<file path="config.mk">
export PLATFORM = sky130hd
export DESIGN_NAME = ram_fifo_ctrl
export DESIGN_NICKNAME = d
export VERILOG_FILES = /design/src/rtl/fifo_pkg.sv /design/src/rtl/fifo_out_buf.sv /design/src/rtl/ram_fifo_ctrl.sv
export SDC_FILE = /design/constraint.sdc
export NUM_CORES = 1
export LEC_CHECK = 0
export CAP_MARGIN = 20
export CORE_MARGIN = 2
export CORE_UTILIZATION = 42
export DETAILED_ROUTE_END_ITERATION = 16
export PLACE_DENSITY = 0.88
export SLEW_MARGIN = 20
export SYNTH_ARGS = -nofsm -noshare
export SYNTH_HDL_FRONTEND = slang
export SYNTH_HIERARCHICAL = 1
export SYNTH_SLANG_ARGS = --single-unit
</file>
<file path="constraint.sdc">
create_clock -name clk -period 3.6 [get_ports clk]
set_input_delay 0.72 -clock clk [delete_from_list [all_inputs] [get_ports clk]]
set_output_delay 0.72 -clock clk [all_outputs]
set_load 0.005 [all_outputs]
</file>
<file path="src/rtl/fifo_pkg.sv">
// Shared types and default geometry for the RAM-backed FIFO controller and its output buffer.
package fifo_pkg;
  localparam int WIDTH = 32;
  localparam int ADDR  = 10;
  localparam int DEPTH = 1024;

  typedef enum logic [1:0] {
    EMPTY = 2'd0,
    ONE   = 2'd1,
    TWO   = 2'd2
  } out_state_e;

  typedef logic [ADDR-1:0] ptr_t;

  function automatic logic [1:0] occ_of(out_state_e s);
    case (s)
      ONE:     occ_of = 2'd1;
      TWO:     occ_of = 2'd2;
      default: occ_of = 2'd0;
    endcase
  endfunction
endpackage

</file>
<file path="src/rtl/fifo_out_buf.sv">
// Two-slot registered output buffer that absorbs the RAM read latency; head slot drives m_data.
module fifo_out_buf #(
  parameter int WIDTH = 32
) (
  input  logic             clk,
  input  logic             rst_n,
  input  logic             arrive,
  input  logic [WIDTH-1:0] din,
  input  logic             m_ready,
  output logic             m_valid,
  output logic [WIDTH-1:0] m_data,
  output logic [1:0]       occ,
  output logic [1:0]       state_dbg
);
  import fifo_pkg::*;

  out_state_e       state_q, state_d;
  logic [WIDTH-1:0] head_q, head_d;
  logic [WIDTH-1:0] tail_q, tail_d;
  logic             pop;

  always_ff @(posedge clk or negedge rst_n) begin
    if (!rst_n) begin
      state_q <= EMPTY;
      head_q  <= '0;
      tail_q  <= '0;
    end else begin
      state_q <= state_d;
      head_q  <= head_d;
      tail_q  <= tail_d;
    end
  end

  always_comb begin
    state_d = state_q;
    head_d  = head_q;
    tail_d  = tail_q;
    m_valid = (state_q != EMPTY);
    pop     = m_valid && m_ready;
    case (state_q)
      EMPTY: begin
        if (arrive) begin
          head_d  = din;
          state_d = ONE;
        end
      end
      ONE: begin
        case ({arrive, pop})
          2'b10: begin
            tail_d  = din;
            state_d = TWO;
          end
          2'b01:   state_d = EMPTY;
          2'b11:   head_d  = din;
          default: ;
        endcase
      end
      TWO: begin
        // The issue rule never lets a word arrive into TWO without a pop.
        if (pop) begin
          head_d = tail_q;
          if (arrive) tail_d  = din;
          else        state_d = ONE;
        end
      end
      default: state_d = EMPTY;
    endcase
  end

  assign m_data    = head_q;
  assign occ       = occ_of(state_q);
  assign state_dbg = state_q;
endmodule

</file>
<file path="src/rtl/ram_fifo_ctrl.sv">
// FIFO controller over a simple dual-port RAM: pointers, occupancy, read-ahead issue and FWFT output.
module ram_fifo_ctrl #(
  parameter int WIDTH = fifo_pkg::WIDTH,
  parameter int ADDR  = fifo_pkg::ADDR,
  parameter int DEPTH = fifo_pkg::DEPTH
) (
  input  logic             clk,
  input  logic             rst_n,
  input  logic             s_valid,
  output logic             s_ready,
  input  logic [WIDTH-1:0] s_data,
  output logic             m_valid,
  input  logic             m_ready,
  output logic [WIDTH-1:0] m_data,
  output logic [ADDR+1:0]  count,
  output logic             full,
  output logic             empty,
  output logic             ram_ena,
  output logic             ram_wea,
  output logic [ADDR-1:0]  ram_addra,
  output logic [WIDTH-1:0] ram_dina,
  output logic             ram_enb,
  output logic [ADDR-1:0]  ram_addrb,
  input  logic [WIDTH-1:0] ram_doutb,
  output logic [1:0]       dbg_out_state
);
  localparam logic [ADDR:0] DEPTH_C = (ADDR+1)'(DEPTH);

  logic [ADDR-1:0] wr_ptr_q, wr_ptr_d;
  logic [ADDR-1:0] rd_ptr_q, rd_ptr_d;
  logic [ADDR:0]   ram_cnt_q, ram_cnt_d;
  logic            inflight_q, inflight_d;
  logic            wr, rd, pop;
  logic [1:0]      occ;

  always_ff @(posedge clk or negedge rst_n) begin
    if (!rst_n) begin
      wr_ptr_q   <= '0;
      rd_ptr_q   <= '0;
      ram_cnt_q  <= '0;
      inflight_q <= 1'b0;
    end else begin
      wr_ptr_q   <= wr_ptr_d;
      rd_ptr_q   <= rd_ptr_d;
      ram_cnt_q  <= ram_cnt_d;
      inflight_q <= inflight_d;
    end
  end

  always_comb begin
    s_ready = (ram_cnt_q != DEPTH_C);
    wr      = s_valid && s_ready;
    pop     = m_valid && m_ready;
    // Issue only if the word has a guaranteed slot when it lands; m_ready feeds this for full rate.
    rd      = (ram_cnt_q != '0) &&
              (({1'b0, occ} + {2'b00, inflight_q}) < (3'd2 + {2'b00, pop}));
    wr_ptr_d   = wr_ptr_q + ADDR'(wr);
    rd_ptr_d   = rd_ptr_q + ADDR'(rd);
    inflight_d = rd;
    ram_cnt_d  = ram_cnt_q;
    case ({wr, rd})
      2'b10:   ram_cnt_d = ram_cnt_q + 1'b1;
      2'b01:   ram_cnt_d = ram_cnt_q - 1'b1;
      default: ;
    endcase
    count = (ADDR+2)'(ram_cnt_q) + (ADDR+2)'(inflight_q) + (ADDR+2)'(occ);
  end

  assign full      = ~s_ready;
  assign empty     = (count == '0);
  assign ram_ena   = wr;
  assign ram_wea   = wr;
  assign ram_addra = wr_ptr_q;
  assign ram_dina  = s_data;
  assign ram_enb   = rd;
  assign ram_addrb = rd_ptr_q;

  fifo_out_buf #(.WIDTH(WIDTH)) u_out_buf (
    .clk       (clk),
    .rst_n     (rst_n),
    .arrive    (inflight_q),
    .din       (ram_doutb),
    .m_ready   (m_ready),
    .m_valid   (m_valid),
    .m_data    (m_data),
    .occ       (occ),
    .state_dbg (dbg_out_state)
  );
endmodule

</file>
==> impl_results.md <==
* Switch share at between 30% and 40%
* # rows at 41
* Max_slew headroom at a little under two thirds
* I/O pins at 173
* P_leak at approximately 0.0030 µW
* CP max stage delay at ~420 ps
* Hold WC Path Type: input port to async pin
* CTS tree: built
* Clk_lat worst skew at approximately 350 ps
* Mapped Cells at roughly 440
* Gr ovfl total at 0
* Commonest non-fill, non-tap cell in the layout: clkdlybuf4s50_1
* DRT Pass-1 Iters at 4
* Most used cell, CP: buf_4
* Antenna Cells at 0
* P&R area growth vs syn at 29.2%
* Final ANT Viol Nets at 0
* Slowest-stage cell, CP: fa_2
* RSZ-0062 raised after global routing: true
* Maximum vdd drop at roughly 400 µV
* GRT Util Overall at between 10% and 20%
* Pin count of the biggest net entering global routing at between 90 and 100
* Last element of the critical path: ram_cnt_q[10]$_DFFE_PN0P_
* Combinational share of power at between 50% and 60%
* Top_reg_cell synth: dfrtp_1
* Vias per cell at roughly 5.2
* Crit Path Max Fanout at 6
* Synth async-reset ratio at 100%
* Post-synth EDFFs at 0
* Full die area at roughly 14000 µm²
* Core ar. at approximately 13000 µm²
* Synthesized area at 5340 µm²
* Internal at between 4000 and 5000 µW
* Crit path time final at approximately 3700 ps
* Net Switching at 2480 µW
* Initial detailed-routing violation count at ~160
* Reg2reg end: ram_cnt_q[10]$_DFFE_PN0P_
* Worst Setup Path Type: flop to flop
* Crit Reg-Reg Startpoint: u_out_buf/state_dbg[1]$_DFFE_PN0P_
* Pins Over Slew Limit at 0
* Clock Tree Buf Depth at 2
* Synth Register Bits at 98
* HPWL Detailed at approximately 8300 µm
* Root buffer cell: clkbuf_16
* Buffers on Ports at approximately 110
* PwrDens at around 1000 nW/µm²
* Via count at 3739
* Number of nets in the finished design at 629
* Die W at 117 µm
* Reg2Reg Depth at 15
* Placer Congestion at 0.816
* Critical path origin: u_out_buf/state_dbg[1]$_DFFE_PN0P_
* Endpoint type of the worst setup path: flop
* Syn Nets at 529
* Total CTS buffers at 9
* Register area share after synthesis at around 46%
* Fraction of layout cells with a size suffix above 1 at ~31%
* Violated checks: setup timing
* Fmax at around 0.27 GHz
* Sequential share of power at around 30%
* First-pass GRT wire length at 18500 µm
* WP data arrival at around 3900 ps
* Pwr Total at just under 7000 µW
* Die Span Y at about 120 µm
* DRC viols at 0
* Setup violations, final at 1
* Outcome: complete, but fails checks
* Vias in the first global route at roughly 3800
* Cell Chain, Critical Path: buf_4 > buf_4 > nand2b_4 > inv_2 > buf_4 > ha_1 > a211oi_2 > ha_2 > inv_2 > fa_2 > nor2b_4 > o31a_1 > o31a_1 > mux2_4 > a2111oi_2
* Fin. Hold Viols at 0
* Clk sinks at 98
* Initial antenna violation count at 0
* Drt wl/cell at between 15 and 20 µm
* Synth unique cells at between 50 and 60
* Crit path required time at ~3800 ps
* Clk pwr share at about an eighth
* Fillers at around 1100
* Worst reg2reg setup slack at -60 ps
* Yosys warning count at 6
* Syn Area/Cell at approximately 12 µm²
* Fin crit share at 102%
* Setup Skew at approximately 9.8 ps
* Final worst slack at -64.0 ps
* Initial Utilization at between 40% and 50%
* CP Launch Type: flop
* Max_cap viols at 0
* Clock-pin slew on the worst setup and hold paths at 70 ps
* Worst Max-Slew Pin Slew at 548 ps
* H-Tree Level Count at 3
* Post-Route WL at 12000 µm
* Highest-count cells in the layout ignoring fill and taps: clkdlybuf4s50_1, dfrtp_1, mux2_2
* Post-route core utilization at a little under three fifths
what timing repair did:
item	in CTS	in global routing
setup buffers	3	7
gates cloned	0	0
endpoints found under the setup margin	4	7
hold buffers	0	0
resized for setup	6	21
pin swaps	2	9
Yosys cell counts, types with 2 or more instances:
cell	count	share of area, %
a21o_1	2	0.28
buf_4	36	5.1
o21ai_0	14	1.3
nor4_1	2	0.23
nand3b_1	2	0.28
buf_2	3	0.28
xor2_1	10	1.6
o211a_1	2	0.38
and3_1	12	1.4
buf_6	3	0.63
clkbuf_1	8	0.56
nand3_1	15	1.4
mux2_4	21	5.9
mux2_2	74	16
o21a_1	3	0.42
o31a_1	2	0.33
ha_1	17	4.0
dfrtp_1	98	46
nor2_1	12	0.84
xnor2_1	21	3.4
nor3_1	6	0.56
a21oi_1	7	0.66
a31oi_1	2	0.23
nand2b_1	2	0.23
a211oi_1	2	0.28
nor2b_1	3	0.35
nand2_1	19	1.3
inv_1	15	1.1
fa_1	3	1.1
mux2_1	2	0.42
worst min-delay path by stage:
stage                                               start                              end  cells past startpoint  slack (ps)
final                                               rst_n           ram_addrb[8]$_DFF_PN0_                      2         380
after detailed placement           ram_addrb[9]$_DFF_PN0_           ram_addrb[9]$_DFF_PN0_                      1         470
after global placement    u_out_buf/tail_q[4]$_DFFE_PN0P_  u_out_buf/tail_q[4]$_DFFE_PN0P_                      1         460
after global routing                                rst_n           ram_addrb[7]$_DFF_PN0_                      2         460
after CTS                                           rst_n           ram_addrb[8]$_DFF_PN0_                      2         450
after floorplan                                     rst_n             inflight_q$_DFF_PN0_                      0         420
routing by layer:
layer	wire length, µm	track usage [%]	vias up
li1	-	-	1725
met1	5070	22.0	1851
met2	5900	29.0	138
met3	702	4.00	25
met4	288	7.14	0
met5	0	0	-
sequential cells by signal, summed over array words and instances, names as in the netlist:
| register | flops |
|---|---|
| inflight_q | 1 |
| ram_addra | 10 |
| ram_addrb | 10 |
| ram_cnt_q | 11 |
| u_out_buf/m_data | 32 |
| u_out_buf/state_dbg | 2 |
| u_out_buf/tail_q | 32 |
cell families (layout without fill, tap and decap cells):
kind of cell | Yosys count | count (layout) | synth area share, %
multiplexers | 98 | 98 | 22.1
flip-flops | 98 | 98 | 46.0
AND/OR/NAND/NOR | 80 | 80 | 7.83
buffers and inverters | 66 | 171 | 7.67
AO/OA/AOI/OAI | 48 | 48 | 6.19
XOR/XNOR | 31 | 31 | 5.09
adder cells (fa/ha/maj) | 20 | 20 | 5.11
layout make-up:
| type | count | area (µm²) | share of cell area (%) |
|---|---|---|---|
| clock buffer | 11 | 243 | 3.52 |
| clock inverter | 5 | 37.5 | 0.544 |
| inverter | 16 | 60.1 | 0.871 |
| multi-input combinational | 277 | 2560 | 37.2 |
| sequential | 98 | 2450 | 35.6 |
| tap | 172 | 215 | 3.12 |
| timing repair buffer | 139 | 1320 | 19.2 |
power groups by stage:
stage	combinational, µW	clock [µW]	sequential [µW]
after floorplan	2280	0	1980
after global routing	4320	975	2100
after CTS	3740	928	2020
after global placement	3570	0	2000
after detailed placement	3700	0	2030
final	3950	904	2030
metrics by stage:
stage	instances	setup slack (ps)	hold slack [ps]	setup TNS, ps	cell area, µm²
6_report	718	-64.0	383	-64.0	6890
5_1_grt	718	-159	462	-244	6890
4_1_cts	711	-27.3	453	-28.6	6770
3_5_place_dp	692	-21.5	466	-41.9	6460
3_3_place_gp	692	22.1	461	0	6460
2_1_floorplan	441	103	424	0	5340
critical path: cells and delay by family, from the launching register on:
family	cells	cell delay (ps)
buffers and inverters	5	540
AO/OA/AOI/OAI	4	980
AND/OR/NAND/NOR	2	250
flip-flops	1	400
adder cells (fa/ha/maj)	3	1000
multiplexers	1	330
Power figures use the tool's default switching activity.
